==> src/rtl/eth_tx_framer_pkg.sv <==
// Shared types and constants for the Ethernet TX framer and the related RX FCS checker.
package eth_tx_framer_pkg;

    typedef enum logic [2:0] {
        IDLE,
        PREAMBLE,
        SFD,
        PAYLOAD,
        PAD,
        FCS,
        DROP,
        IFG
    } tx_state_e;

    localparam logic [7:0]  PREAMBLE_BYTE = 8'h55;
    localparam logic [7:0]  SFD_BYTE      = 8'hD5;
    localparam logic [31:0] CRC32_POLY    = 32'h04C11DB7;
    localparam logic [31:0] CRC32_INIT    = 32'hFFFFFFFF;
    localparam logic [31:0] CRC32_RESIDUE = 32'hDEBB20E3;

    localparam int PREAMBLE_LEN = 7;
    localparam int FCS_LEN      = 4;

    // Bit-reverse a 32-bit word; turns the normal-form polynomial into the LSB-first form.
    function automatic logic [31:0] reflect32(input logic [31:0] v);
        logic [31:0] r;
        for (int i = 0; i < 32; i++) begin
            r[i] = v[31-i];
        end
        return r;
    endfunction

endpackage

==> src/rtl/eth_tx_framer_if.sv <==
// Payload-in / GMII-out signal bundle of the TX framer.
interface eth_tx_framer_if;
    logic [7:0] txDataIn;
    logic       txDataValidIn;
    logic       txDataLastIn;
    logic       txDataReadyOut;
    logic [7:0] txDataOut;
    logic       txDataValidOut;
    logic       txErrOut;
    logic       underrunOut;
    logic       oversizeOut;

    // Upstream source / GMII sink side.
    modport master (
        output txDataIn, txDataValidIn, txDataLastIn,
        input  txDataReadyOut, txDataOut, txDataValidOut, txErrOut, underrunOut, oversizeOut
    );

    // Framer side.
    modport slave (
        input  txDataIn, txDataValidIn, txDataLastIn,
        output txDataReadyOut, txDataOut, txDataValidOut, txErrOut, underrunOut, oversizeOut
    );
endinterface

==> src/rtl/eth_tx_framer_crc32_d8.sv <==
// Byte-wide reflected CRC-32 next-state (LSB of the byte enters first).
module crc32_d8
    import eth_tx_framer_pkg::*;
(
    input  logic [31:0] crc_i,
    input  logic [7:0]  data_i,
    output logic [31:0] crc_o
);

    localparam logic [31:0] POLY_R = reflect32(CRC32_POLY);

    // Eight unrolled shift/xor steps of the LSB-first LFSR.
    always_comb begin : crc_step
        logic [31:0] c;
        c = crc_i ^ {24'h0, data_i};
        for (int i = 0; i < 8; i++) begin
            c = c[0] ? ((c >> 1) ^ POLY_R) : (c >> 1);
        end
        crc_o = c;
    end

endmodule

==> src/rtl/eth_tx_framer.sv <==
// Transmit framer: wraps a payload stream with preamble/SFD, pad and FCS, then holds the IFG.
//
// state    | meaning
// IDLE     | waiting for payload valid; gap already satisfied
// PREAMBLE | loading 0x55 bytes 2..7
// SFD      | loading 0xD5
// PAYLOAD  | ready=1, forwarding bytes into the CRC
// PAD      | appending 0x00 up to the minimum length
// FCS      | sending ~CRC, LSB byte first
// DROP     | discarding the rest of an errored frame up to last
// IFG      | enforced idle gap after the frame
module eth_tx_framer
    import eth_tx_framer_pkg::*;
#(
    parameter int MIN_PAYLOAD_BYTES = 60,
    parameter int MAX_PAYLOAD_BYTES = 1514,
    parameter int IFG_BYTES         = 12,
    parameter bit PAD_EN            = 1'b1
) (
    input  logic            clk125In,
    input  logic            rstBIn,
    eth_tx_framer_if.slave  bus_if
);

    localparam int CNT_W = $clog2(MAX_PAYLOAD_BYTES + 2);
    localparam logic [CNT_W-1:0] MIN_C    = CNT_W'(MIN_PAYLOAD_BYTES);
    localparam logic [CNT_W-1:0] MAX_C    = CNT_W'(MAX_PAYLOAD_BYTES);
    localparam logic [CNT_W-1:0] IFG_LAST = CNT_W'(IFG_BYTES - 1);
    localparam logic [CNT_W-1:0] PRE_LAST = CNT_W'(PREAMBLE_LEN - 1);
    localparam logic [CNT_W-1:0] FCS_LAST = CNT_W'(FCS_LEN - 1);

    tx_state_e        state_q, state_d;
    logic [CNT_W-1:0] cnt_q, cnt_d, cnt_inc;
    logic [31:0]      crc_q, crc_d, crc_next, crc_inv;
    logic [7:0]       data_q, data_d, crc_byte, fcs_byte;
    logic             valid_q, valid_d, err_q, err_d;
    logic             underrun_q, underrun_d, oversize_q, oversize_d;
    logic             ready;

    assign ready    = (state_q == PAYLOAD) || (state_q == DROP);
    assign cnt_inc  = cnt_q + 1'b1;
    assign crc_byte = (state_q == PAD) ? 8'h00 : bus_if.txDataIn;
    assign crc_inv  = ~crc_q;

    crc32_d8 u_crc (
        .crc_i  (crc_q),
        .data_i (crc_byte),
        .crc_o  (crc_next)
    );

    // Pick the FCS byte by position, LSB byte first.
    always_comb begin
        fcs_byte = crc_inv[7:0];
        case (cnt_q[1:0])
            2'd1:    fcs_byte = crc_inv[15:8];
            2'd2:    fcs_byte = crc_inv[23:16];
            2'd3:    fcs_byte = crc_inv[31:24];
            default: fcs_byte = crc_inv[7:0];
        endcase
    end

    // Next state, counter, CRC and next registered output byte.
    always_comb begin
        state_d    = state_q;
        cnt_d      = cnt_q;
        crc_d      = crc_q;
        data_d     = 8'h00;
        valid_d    = 1'b0;
        err_d      = 1'b0;
        underrun_d = 1'b0;
        oversize_d = 1'b0;
        case (state_q)
            IDLE: begin
                if (bus_if.txDataValidIn) begin
                    state_d = PREAMBLE;
                    cnt_d   = CNT_W'(1);
                    crc_d   = CRC32_INIT;
                    data_d  = PREAMBLE_BYTE;
                    valid_d = 1'b1;
                end
            end
            PREAMBLE: begin
                data_d  = PREAMBLE_BYTE;
                valid_d = 1'b1;
                cnt_d   = cnt_inc;
                if (cnt_q == PRE_LAST) begin
                    state_d = SFD;
                    cnt_d   = '0;
                end
            end
            SFD: begin
                data_d  = SFD_BYTE;
                valid_d = 1'b1;
                state_d = PAYLOAD;
            end
            PAYLOAD: begin
                valid_d = 1'b1;
                if (!bus_if.txDataValidIn) begin
                    err_d      = 1'b1;
                    underrun_d = 1'b1;
                    state_d    = DROP;
                    cnt_d      = '0;
                end else if (cnt_q == MAX_C) begin
                    // The byte that would exceed the maximum becomes the error slot.
                    err_d      = 1'b1;
                    oversize_d = 1'b1;
                    state_d    = bus_if.txDataLastIn ? IFG : DROP;
                    cnt_d      = '0;
                end else begin
                    data_d = bus_if.txDataIn;
                    crc_d  = crc_next;
                    cnt_d  = cnt_inc;
                    if (bus_if.txDataLastIn) begin
                        if (PAD_EN && (cnt_inc < MIN_C)) begin
                            state_d = PAD;
                        end else begin
                            state_d = FCS;
                            cnt_d   = '0;
                        end
                    end
                end
            end
            PAD: begin
                data_d  = 8'h00;
                valid_d = 1'b1;
                crc_d   = crc_next;
                cnt_d   = cnt_inc;
                if (cnt_inc == MIN_C) begin
                    state_d = FCS;
                    cnt_d   = '0;
                end
            end
            FCS: begin
                data_d  = fcs_byte;
                valid_d = 1'b1;
                cnt_d   = cnt_inc;
                if (cnt_q == FCS_LAST) begin
                    state_d = IFG;
                    cnt_d   = '0;
                end
            end
            DROP: begin
                if (bus_if.txDataValidIn && bus_if.txDataLastIn) begin
                    state_d = IFG;
                    cnt_d   = '0;
                end
            end
            IFG: begin
                cnt_d = cnt_inc;
                if (cnt_q == IFG_LAST) begin
                    state_d = IDLE;
                    cnt_d   = '0;
                end
            end
            default: begin
                state_d = IDLE;
                cnt_d   = '0;
            end
        endcase
    end

    // State and output registers; reset abandons any frame in flight.
    always_ff @(posedge clk125In or negedge rstBIn) begin
        if (!rstBIn) begin
            state_q    <= IDLE;
            cnt_q      <= '0;
            crc_q      <= CRC32_INIT;
            data_q     <= 8'h00;
            valid_q    <= 1'b0;
            err_q      <= 1'b0;
            underrun_q <= 1'b0;
            oversize_q <= 1'b0;
        end else begin
            state_q    <= state_d;
            cnt_q      <= cnt_d;
            crc_q      <= crc_d;
            data_q     <= data_d;
            valid_q    <= valid_d;
            err_q      <= err_d;
            underrun_q <= underrun_d;
            oversize_q <= oversize_d;
        end
    end

    assign bus_if.txDataReadyOut = ready;
    assign bus_if.txDataOut      = data_q;
    assign bus_if.txDataValidOut = valid_q;
    assign bus_if.txErrOut       = err_q;
    assign bus_if.underrunOut    = underrun_q;
    assign bus_if.oversizeOut    = oversize_q;

endmodule

==> src/flat_wrapper.sv <==
// flat-port wrapper written by rule: the top's interface ports become plain ports
module eth_tx_framer_flat import eth_tx_framer_pkg::*;
#(
    parameter int MIN_PAYLOAD_BYTES = 60,
    parameter int MAX_PAYLOAD_BYTES = 1514,
    parameter int IFG_BYTES         = 12,
    parameter bit PAD_EN            = 1'b1
)
  (clk125In, rstBIn, bus_if_txDataIn, bus_if_txDataValidIn, bus_if_txDataLastIn, bus_if_txDataReadyOut, bus_if_txDataOut, bus_if_txDataValidOut, bus_if_txErrOut, bus_if_underrunOut, bus_if_oversizeOut);
  eth_tx_framer_if bus_if_i ();
  input  logic clk125In;
  input  logic rstBIn;
  input wire logic [$bits(bus_if_i.txDataIn)-1:0] bus_if_txDataIn;
  input wire logic [$bits(bus_if_i.txDataValidIn)-1:0] bus_if_txDataValidIn;
  input wire logic [$bits(bus_if_i.txDataLastIn)-1:0] bus_if_txDataLastIn;
  output wire logic [$bits(bus_if_i.txDataReadyOut)-1:0] bus_if_txDataReadyOut;
  output wire logic [$bits(bus_if_i.txDataOut)-1:0] bus_if_txDataOut;
  output wire logic [$bits(bus_if_i.txDataValidOut)-1:0] bus_if_txDataValidOut;
  output wire logic [$bits(bus_if_i.txErrOut)-1:0] bus_if_txErrOut;
  output wire logic [$bits(bus_if_i.underrunOut)-1:0] bus_if_underrunOut;
  output wire logic [$bits(bus_if_i.oversizeOut)-1:0] bus_if_oversizeOut;
  assign bus_if_i.txDataIn = bus_if_txDataIn;
  assign bus_if_i.txDataValidIn = bus_if_txDataValidIn;
  assign bus_if_i.txDataLastIn = bus_if_txDataLastIn;
  assign bus_if_txDataReadyOut = bus_if_i.txDataReadyOut;
  assign bus_if_txDataOut = bus_if_i.txDataOut;
  assign bus_if_txDataValidOut = bus_if_i.txDataValidOut;
  assign bus_if_txErrOut = bus_if_i.txErrOut;
  assign bus_if_underrunOut = bus_if_i.underrunOut;
  assign bus_if_oversizeOut = bus_if_i.oversizeOut;
  eth_tx_framer #(.MIN_PAYLOAD_BYTES(MIN_PAYLOAD_BYTES), .MAX_PAYLOAD_BYTES(MAX_PAYLOAD_BYTES), .IFG_BYTES(IFG_BYTES), .PAD_EN(PAD_EN)) u_core (.clk125In(clk125In), .rstBIn(rstBIn), .bus_if(bus_if_i));
endmodule
==> config.mk <==
export PLATFORM = sky130hd
export DESIGN_NAME = eth_tx_framer_flat
export DESIGN_NICKNAME = d
export VERILOG_FILES = /design/src/rtl/eth_tx_framer_pkg.sv /design/src/rtl/eth_tx_framer_if.sv /design/src/rtl/eth_tx_framer_crc32_d8.sv /design/src/rtl/eth_tx_framer.sv /design/src/flat_wrapper.sv
export SDC_FILE = /design/constraint.sdc
export NUM_CORES = 1
export LEC_CHECK = 0
export BUFFER_PORTS_ARGS = -buffer_cell sky130_fd_sc_hd__buf_2
export CORE_UTILIZATION = 57
export CTS_CLUSTER_DIAMETER = 60
export DETAILED_ROUTE_END_ITERATION = 16
export PLACE_DENSITY = 0.81
export SLEW_MARGIN = 5
export SYNTH_ARGS = -nofsm -noshare
export SYNTH_HDL_FRONTEND = slang
export SYNTH_SLANG_ARGS = --single-unit
==> constraint.sdc <==
create_clock -name clk125In -period 3.5 [get_ports clk125In]
set_clock_uncertainty 0.2 [all_clocks]
set_input_delay 1.05 -clock clk125In [delete_from_list [all_inputs] [get_ports clk125In]]
set_output_delay 1.05 -clock clk125In [all_outputs]
set_load 0.03 [all_outputs]
* Word level (Yosys, flattened, before mapping)
Cells that the tools add are included.
** Word-level totals
- Output and inout bits :: 13
- Input bits :: 12
- Register bits after elaboration :: 58
- Word-level logic and storage cells :: 103
** Cells by class
- Multiplexer cells :: 50
- Bitwise logic cells :: 10
- Order comparisons :: 1
- Add/subtract/negate cells :: 1
- Equality and inequality tests :: 24
- Reductions and logical operators :: 9
** Operator list (number)
- two-way mux 32 bit :: 11
- inverter 13 -> 14 bit :: 8
- two-way mux 11 bit :: 10
- case mux 32 bit (3 select lines) :: 1
- case mux 11 bit (7 select lines) :: 1
- case mux 8 bit (5 select lines) :: 1
- inverter 32 bit :: 1
- bitwise XOR 32 x 8 -> 32 bit :: 1
- two-way mux 3 bit :: 9
- two-way mux 8 bit :: 3
- case mux 3 bit (8 select lines) :: 1
- case mux 8 bit (3 select lines) :: 1
- equality test 3 bit, second input constant :: 4
- adder 11 x 1 -> 11 bit, second input constant :: 1
- equality test 11 bit, second input constant :: 1
- equality test 11 x 2 -> 1 bit, second input constant :: 1
- equality test 11 x 3 -> 1 bit, second input constant :: 1
- equality test 11 x 4 -> 1 bit, second input constant :: 1
- equality test 11 x 6 -> 1 bit, second input constant :: 1
- less-than comparator 11 x 6 -> 1 bit, second input constant :: 1
- two-way mux 1 bit :: 10
- != test 2 bit, second input constant :: 5
- two-way mux 7 bit :: 1
- AND reduction 7 bit :: 1
- 15 further kinds :: 19

* Depth between registers and ports, before layout
Gate-level depths: netlist of the first run.
- Word-level depth :: 22
- Mapped depth :: 10
- Mapped depth without buffers :: 8

* Cells and area by module
From an unflattened synthesis of the first run, not the netlist that was laid out.
** Second synthesis, totals
- Cell total of the unflattened synthesis :: 450
- Area, all modules :: 3948.8 um^2
** By module, submodules not included
- eth_tx_framer :: cells each 379, instances 1, area each 3201.8 um^2, seq. area each 1491.4 um^2
- crc32_d8 :: cells each 71, instances 1, area each 747.0 um^2, seq. area each 0.0 um^2

* Worst setup path before layout of the first run
Ideal clock, no wire load.
- Path type :: input -> register
- Start :: input port bus_if_txDataIn[0]
- End :: register u_core.crc_q[19]
- Path slack :: 583 ps
- Stages on the path :: 7
- Path buffers :: 1
- Required time :: 3220 ps
- Arrival :: 2637 ps
- Setup time :: 80 ps
- Path through :: clkbuf_1 -> xnor2_1 -> nor2_1 -> xnor2_2 -> xnor3_1 -> xnor3_1 -> o22a_1
** On the way
- Longest elaborated chain between the ends :: 18
** Ends and longest elaborated chain
- start: declaration :: line flat_wrapper.sv:13 : input wire logic [$bits(bus_if_i.txDataIn)-1:0] bus_if_txDataIn;
- two-way mux 8 bit * :: line eth_tx_framer.sv:42 : assign crc_byte = (state_q == PAD) ? 8'h00 : bus_if.txDataIn;
- bitwise XOR 32 x 8 -> 32 bit * :: line eth_tx_framer_crc32_d8.sv:15 : c = crc_i ^ {24'h0, data_i};
- two-way mux 32 bit * (2 in a row) :: line eth_tx_framer_crc32_d8.sv:17 : c = c[0] ? ((c >> 1) ^ POLY_R) : (c >> 1);
- inverter 13 -> 14 bit (no line)
- two-way mux 32 bit * :: line eth_tx_framer_crc32_d8.sv:17
- inverter 13 -> 14 bit (no line)
- two-way mux 32 bit * (2 in a row) :: line eth_tx_framer_crc32_d8.sv:17
- inverter 13 -> 14 bit (no line)
- two-way mux 32 bit * :: line eth_tx_framer_crc32_d8.sv:17
- inverter 13 -> 14 bit (no line)
- two-way mux 32 bit * :: line eth_tx_framer_crc32_d8.sv:17
- inverter 13 -> 14 bit (no line)
- two-way mux 32 bit * :: line eth_tx_framer_crc32_d8.sv:17
- two-way mux 32 bit :: line eth_tx_framer.sv:103 : end else if (cnt_q == MAX_C) begin
- two-way mux 32 bit :: line eth_tx_framer.sv:98 : if (!bus_if.txDataValidIn) begin
- case mux 32 bit (3 select lines) * :: line eth_tx_framer.sv:72 : case (state_q)
- end signal: assignment :: line eth_tx_framer.sv:176 : crc_q <= crc_d;
- end: declaration :: line eth_tx_framer.sv:34 : logic [31:0] crc_q, crc_d, crc_next, crc_inv;
Every way passes the cells marked *; elsewhere a longest branch is shown, timed or not. The select of a mux whose other input is x is not followed.
A chain may end at the register's enable or synchronous reset.

* Worst setup path in the final report of the first run
- Start :: register u_core.cnt_q[0]
- End :: register u_core.cnt_q[2]
** On the way
- Longest elaborated chain between the ends :: 7
** Ends and longest elaborated chain
- start: declaration :: line eth_tx_framer.sv:33 : logic [CNT_W-1:0] cnt_q, cnt_d, cnt_inc;
- start signal: assignment :: line eth_tx_framer.sv:175 : cnt_q <= cnt_d;
- adder 11 x 1 -> 11 bit :: line eth_tx_framer.sv:41 : assign cnt_inc = cnt_q + 1'b1;
- less-than comparator 11 x 6 -> 1 bit :: line eth_tx_framer.sv:114 : if (PAD_EN && (cnt_inc < MIN_C)) begin
- two-way mux 11 bit :: line eth_tx_framer.sv:114
- two-way mux 11 bit :: line eth_tx_framer.sv:113 : if (bus_if.txDataLastIn) begin
- two-way mux 11 bit :: line eth_tx_framer.sv:103
- two-way mux 11 bit :: line eth_tx_framer.sv:98
- case mux 11 bit (7 select lines) * :: line eth_tx_framer.sv:72
Every way passes the cells marked *; elsewhere a longest branch is shown, timed or not.

==> out/results.ini, run 1 <==
[run_status]
status=finished clean

[layout]
multi_input_area_sq_mm=0.00233
drive_gt1_share_pct=20.6
ff_latch_area_sq_mm=0.00149
final_core_utilization_pct=64.1
fillers=533
final_net_count=463
synthToLayoutAreaGrowth_pct=9.04
antenna_cells=0

[die]
dieArea_sq_mm=0.00731
die_w_um=85.5
initial_core_util_pct=58.8
rows=30
pin_count=25
core_area_sq_mm=0.00676
fp.dieH_um=85.5

[critical_path]
slowest_stage=dfrtp_1
cpPeakStageDelay_ps=490
endpoint_kind=flop
critPathKind=flop to flop
crit_chain=inv_1, ha_1, nor4bb_1, nand3_1, and3_1, and4_1, o32ai_1, nand2_1
worst_ep_required_time_ps=3520
critPathMaxFanout=10
start_kind=flop
crit_arrival_ps=2990

[cts]
hold_buffers=0
root_buffer=clkbuf_8
cts_max_level=3
postCtsSetupBuffers=0
cts_tree=yes
insertion_delay_ps=340
ctsResizeCount=0
cts_buffers=9
path_clk_slew_ps=60
cts_sinks=58
clockBufferDepth=2

[routing]
wirelength_mm=9.63
drt_iter0_markers=349
drc=0
drt_pass1_iterations=5
wl_per_cell_um=18.1
via_per_inst=6.23
antenna_left=0
vias=3306

[synthesis]
yosys_register_bits=58
synth_top_area_share_pct=21.2
synth-compound-area-share_pct=16.9
syn_area_per_cell_sq_um=9.28
ys_warn_count=0
yosys.cell_types.count=60
yosys.area.top_type=dfstp_2
synth_area_sq_mm=0.00397
ys_seq_area_share_pct=37.5
synth_edf_count=0
syn_inst=428
synthXorXnorAreaFrac_pct=21.2
synthMuxAreaShare_pct=0.535
synth-simple-area-share_pct=18.3
synth_common_cells=nand2_1 (51), nor2_1 (45), xnor2_1 (34), dfstp_2 (32), a21oi_1 (28)
synth_area_leaders=dfstp_2 (21%), dfrtp_1 (16%), xnor2_1 (7.5%), xor2_1 (5.5%), xnor3_1 (5.1%)
async_flop_share_pct=100
synth_fa_ha_area_share_pct=1.57
postSynth.topFlopCell=dfstp_2
synth.most_common_cell=nand2_1
synth_top_family_by_area=XOR/XNOR gates
postSynthNetCount=445

[worst_hold_path]
worstHoldPathType=flop to flop

[timing]
period_share_pct=84.8
hold_viol=0
max_freq_mhz=337
rsz0062_at_grt=false
slew_headroom_pct=42.1
layout_min_cycle_time_ps=2970
tightest_slew_ps=869
slew_viol_final=0
finalSetupViolCount=0
setup_tns_ps=0

[global_route]
grt_use_total_pct=28.5
antenna_found_initial=0
overflow=0
grt_pass1_wl_mm=15.9
grt_pass1_vias=3141
grt_max_degree=35

[placed_design]
port_buffers=24
routabilityCongestion=0.953
hpwl_mm=6.73

[job]
cap_viol_max_count=0

[power]
power_density_mw_per_mm2=966
leakagePower_nw=1.86
ir_drop_v=0.000310

[layer usage]
layer	up-vias	global-route usage (%)	part of all wire (%)
li1	1522	-	-
met1	1594	38.4	42
met2	168	43.1	47
met3	22	6.13	8.2
met4	0	15.0	2.8
met5	-	0	0
[area by class of cell]
cell class / instances / share of cell area [%]
clock buffers: 13 / 3.44
clock inverters: 3 / 0.347
inverters: 9 / 0.780
multi-input cells: 333 / 53.7
flip-flops and latches: 58 / 34.4
well taps: 80 / 2.31
repair buffers: 35 / 4.97
[flip-flops by register name, summed over array words and instances (netlist names)]
signal,count
u_core.crc_q,32
u_core.bus_if.underrunOut,1
u_core.bus_if.txErrOut,1
u_core.bus_if.oversizeOut,1
u_core.bus_if.txDataOut,8
u_core.cnt_q,11
u_core.state_q,3
u_core.bus_if.txDataValidOut,1
[per-stage QoR]
| step | hold WS (ps) | cell area (sq um) | total power, W | std cells | setup slack [ps] |
|---|---|---|---|---|---|
| floorplan | 289 | 3970 | 0.00304 | 428 | 583 |
| global placement | 302 | 4170 | 0.00355 | 515 | 496 |
| detailed placement | 311 | 4170 | 0.00361 | 515 | 452 |
| CTS | 321 | 4330 | 0.00416 | 531 | 553 |
| global route | 338 | 4330 | 0.00443 | 531 | 232 |
| finish | 321 | 4330 | 0.00418 | 531 | 533 |
[power by group]
| part | leakage (nW) | internal [W] | switching (W) |
|---|---|---|---|
| logic | 1.10 | 0.00112 | 0.00147 |
| clock network | 0.0872 | 0.000273 | 0.000253 |
| registers | 0.676 | 0.000904 | 0.000161 |
| total | 1.86 | 0.00230 | 0.00189 |
[cells by family (layout without fill, tap and decap cells)]
logic type | after synthesis | in the layout
AND/OR/NAND/NOR | 152 | 152
AO/OA/AOI/OAI | 99 | 99
XOR/XNOR | 75 | 75
flip-flops | 58 | 58
buffers and inverters | 37 | 60
adder cells (fa/ha/maj) | 5 | 5
multiplexers | 2 | 2
[final timing paths]
kind	from	endpoint	slack, ps	cells after the start
max	u_core.cnt_q[0]	u_core.cnt_q[2]	530	8
min	u_core.crc_q[20]	u_core.crc_q[20]	320	2
max reg2reg	u_core.cnt_q[0]	u_core.cnt_q[2]	530	8
min reg2reg	u_core.crc_q[20]	u_core.crc_q[20]	320	2
max in group asynchronous	rstBIn	u_core.crc_q[12]	1950	2
min in group asynchronous	rstBIn	u_core.bus_if.txDataOut[6]	500	1
[critical path: cells and delay by family (launching register included)]
family | cells | cell delay, ps
and+or+nand+nor | 5 | 1410
DFF | 1 | 490
AOI/OAI and AO/OA | 1 | 360
adders and majority gates | 1 | 230
buffers and inverters | 1 | 170
[placed cells by master, fill, tap and decap left out, drive strengths merged, types with 4 or more instances in the layout]
cell	Yosys	final
a21oi	29	29
and2	6	6
and3	4	4
buf	7	35
clkbuf	21	13
dfrtp	26	26
dfstp	32	32
ha	5	5
inv	9	9
nand2	51	51
nand3	11	11
nor2	45	45
nor2b	12	12
nor3	5	5
o21ai	13	13
o22a	9	9
o22ai	13	13
o311ai	6	6
o31ai	4	4
xnor2	35	35
xnor3	9	9
xor2	30	30
Power figures use the tool's default switching activity.
==> run 2: changes to the inputs <==
Settings changed: CORE_UTILIZATION 57 to 55.
Clock period 3.5 ns to 2.65 ns, I/O delays scaled along.
==> run 2 against run 1 <==
  * Sequential share of layout area is 3.2 points lower
  * Highest routed layer unchanged
  * Combinational power is 56% higher
  * Global-route usage is 3.0 points higher
  * Via count is 9.1% higher
  * Worst setup slack worse by 440 ps
  * Sequential power is 29% higher
==> out/results.ini, run 2 (same netlist as run 1, synthesis figures left out) <==
[power]
ir_drop_v=0.000500
p_int_w=0.00368
switching_share_pct=42.7
power_density_mw_per_mm2=1350
clkPwrFrac_pct=15.5
leakagePower_nw=2.08
p_seq_share_pct=21.4
comb_power_share_pct=63.0
switchingPower_w=0.00274

[timing]
max_freq_mhz=391
period_share_pct=96.5
slew_viol_final=0
tightest_slew_ps=716
finalSetupViolCount=0
hold_viol=0
rsz0062_at_grt=true
layout_min_cycle_time_ps=2560
slew_headroom_pct=51.7

[placed_design]
port_buffers=24
routabilityCongestion=0.929
placed_area_sq_mm=0.00445
hpwl_mm=7.21

[cts]
cts_sinks=58
insertion_delay_ps=350
root_buffer=clkbuf_8
path_clk_slew_ps=70
cts_buffers=9
cts_max_level=3
cts_tree=yes
clockBufferDepth=2
hold_buffers=0

[layout]
ff_latch_area_sq_mm=0.00149
top_register=u_core.crc_q
drive_gt1_share_pct=29.2
final_net_count=501
final_cell_mix=nand2_1 (51), buf_4 (48), nor2_1 (45)
antenna_cells=0
final_core_utilization_pct=69.6
fillers=491
final_area_sq_mm=0.00478
final_common_cell=nand2_1
synthToLayoutAreaGrowth_pct=20.3
multi_input_area_sq_mm=0.00240
largest_register_ff_count=32

[critical_path]
crit_chain=buf_4, nor3b_2, buf_4, nor2_1, xnor2_1, xnor3_1, xnor3_1, o22a_1
endpoint_kind=flop
slowest_stage=xnor3_1
critPathMaxFanout=18
r2r_start=u_core.state_q[1]
start_kind=flop
critPathBufInv=2
crit_start=u_core.state_q[1]
cpPeakStageDelay_ps=420
cp_top_family=XOR/XNOR gates
critPathKind=flop to flop
crit_arrival_ps=2640
worst_ep_required_time_ps=2730

[routing]
drt_iter0_markers=290
vias=3607
via_per_inst=6.17
drc=0
drt_pass1_iterations=5
antenna_left=0
wirelength_mm=11.0
wl_per_cell_um=18.8

[die]
pin_count=25
initial_core_util_pct=57.8
rows=30
dieArea_sq_mm=0.00757
fp.dieH_um=87.0
core_area_sq_mm=0.00687
die_w_um=87.0

[job]
cap_viol_max_count=0

[global_route]
overflow=0
grt_use_total_pct=31.5
grt_max_degree=41
grt_pass1_wl_mm=17.9
grt_pass1_vias=3549
antenna_found_initial=0

[run_status]
status=finished clean

[worst_hold_path]
worstHoldPathType=primary input to asynchronous set/reset pin

-- run 2: cell count changes in the layout (fill, tap and decap cells not counted), moves of 2 or more --
cell / change
dfrtp_1: -2
buf_4: +38
a2111oi_0: -3
dfrtp_2: +2
bufinv_16: +3
clkinv_2: -2
a2111oi_2: +2
-- run 2: power groups by stage --
stage,sequential [W],combinational (W),clock [W]
2_1_floorplan,0.00147,0.00254,0
3_3_place_gp,0.00137,0.00367,0
3_5_place_dp,0.00138,0.00377,0
4_1_cts,0.00137,0.00387,0.000995
5_1_grt,0.00140,0.00433,0.00103
6_report,0.00138,0.00405,0.000997
-- run 2: area by class of cell --
| class | count | share of cell area [%] |
|---|---|---|
| multi-input cells | 333 | 50.1 |
| flip-flops and latches | 58 | 31.3 |
| repair buffers | 73 | 10.5 |
| clock buffers | 11 | 2.75 |
| well taps | 96 | 2.51 |
| clock inverters | 5 | 2.15 |
| inverters | 9 | 0.707 |
-- run 2: layer usage --
layer / wire length, um / track usage, % / share of wire (%) / vias to the layer above
met5: 0 / 0 / 0 / -
met4: 323 / 15.6 / 2.9 / 0
met3: 1040 / 8.06 / 9.4 / 38
met2: 5040 / 46.4 / 46 / 220
met1: 4610 / 42.9 / 42 / 1744
li1: - / - / - / 1605
-- run 2: worst paths after layout --
check	endpoint	slack [ps]	cells after the start
max in group asynchronous	u_core.crc_q[12]	1400	2
max reg2reg	u_core.crc_q[19]	90	8
min	u_core.cnt_q[8]	200	1
min in group clk125In	u_core.crc_q[15]	330	2
max	u_core.crc_q[19]	90	8
min reg2reg	u_core.crc_q[15]	330	2
-- run 2: per-stage QoR --
step | power [W] | cells | setup WS (ps) | setup TNS (ps) | hold WS (ps)
after floorplan | 0.00401 | 428 | 32.8 | 0 | 289
after global placement | 0.00504 | 566 | -128 | -435 | 301
after detailed placement | 0.00514 | 566 | -210 | -707 | 311
after CTS | 0.00623 | 582 | 24.7 | 0 | 217
after global routing | 0.00676 | 585 | -4.27 | -4.27 | 237
final | 0.00643 | 585 | 91.5 | 0 | 203
-- run 2: repair_timing --
item                                    4_1_cts  5_1_grt
pin swaps                                     0        2
hold endpoints to repair                      0        0
gates resized for setup                       3       14
endpoints found under the setup margin        5       13
buffers inserted                              0        3
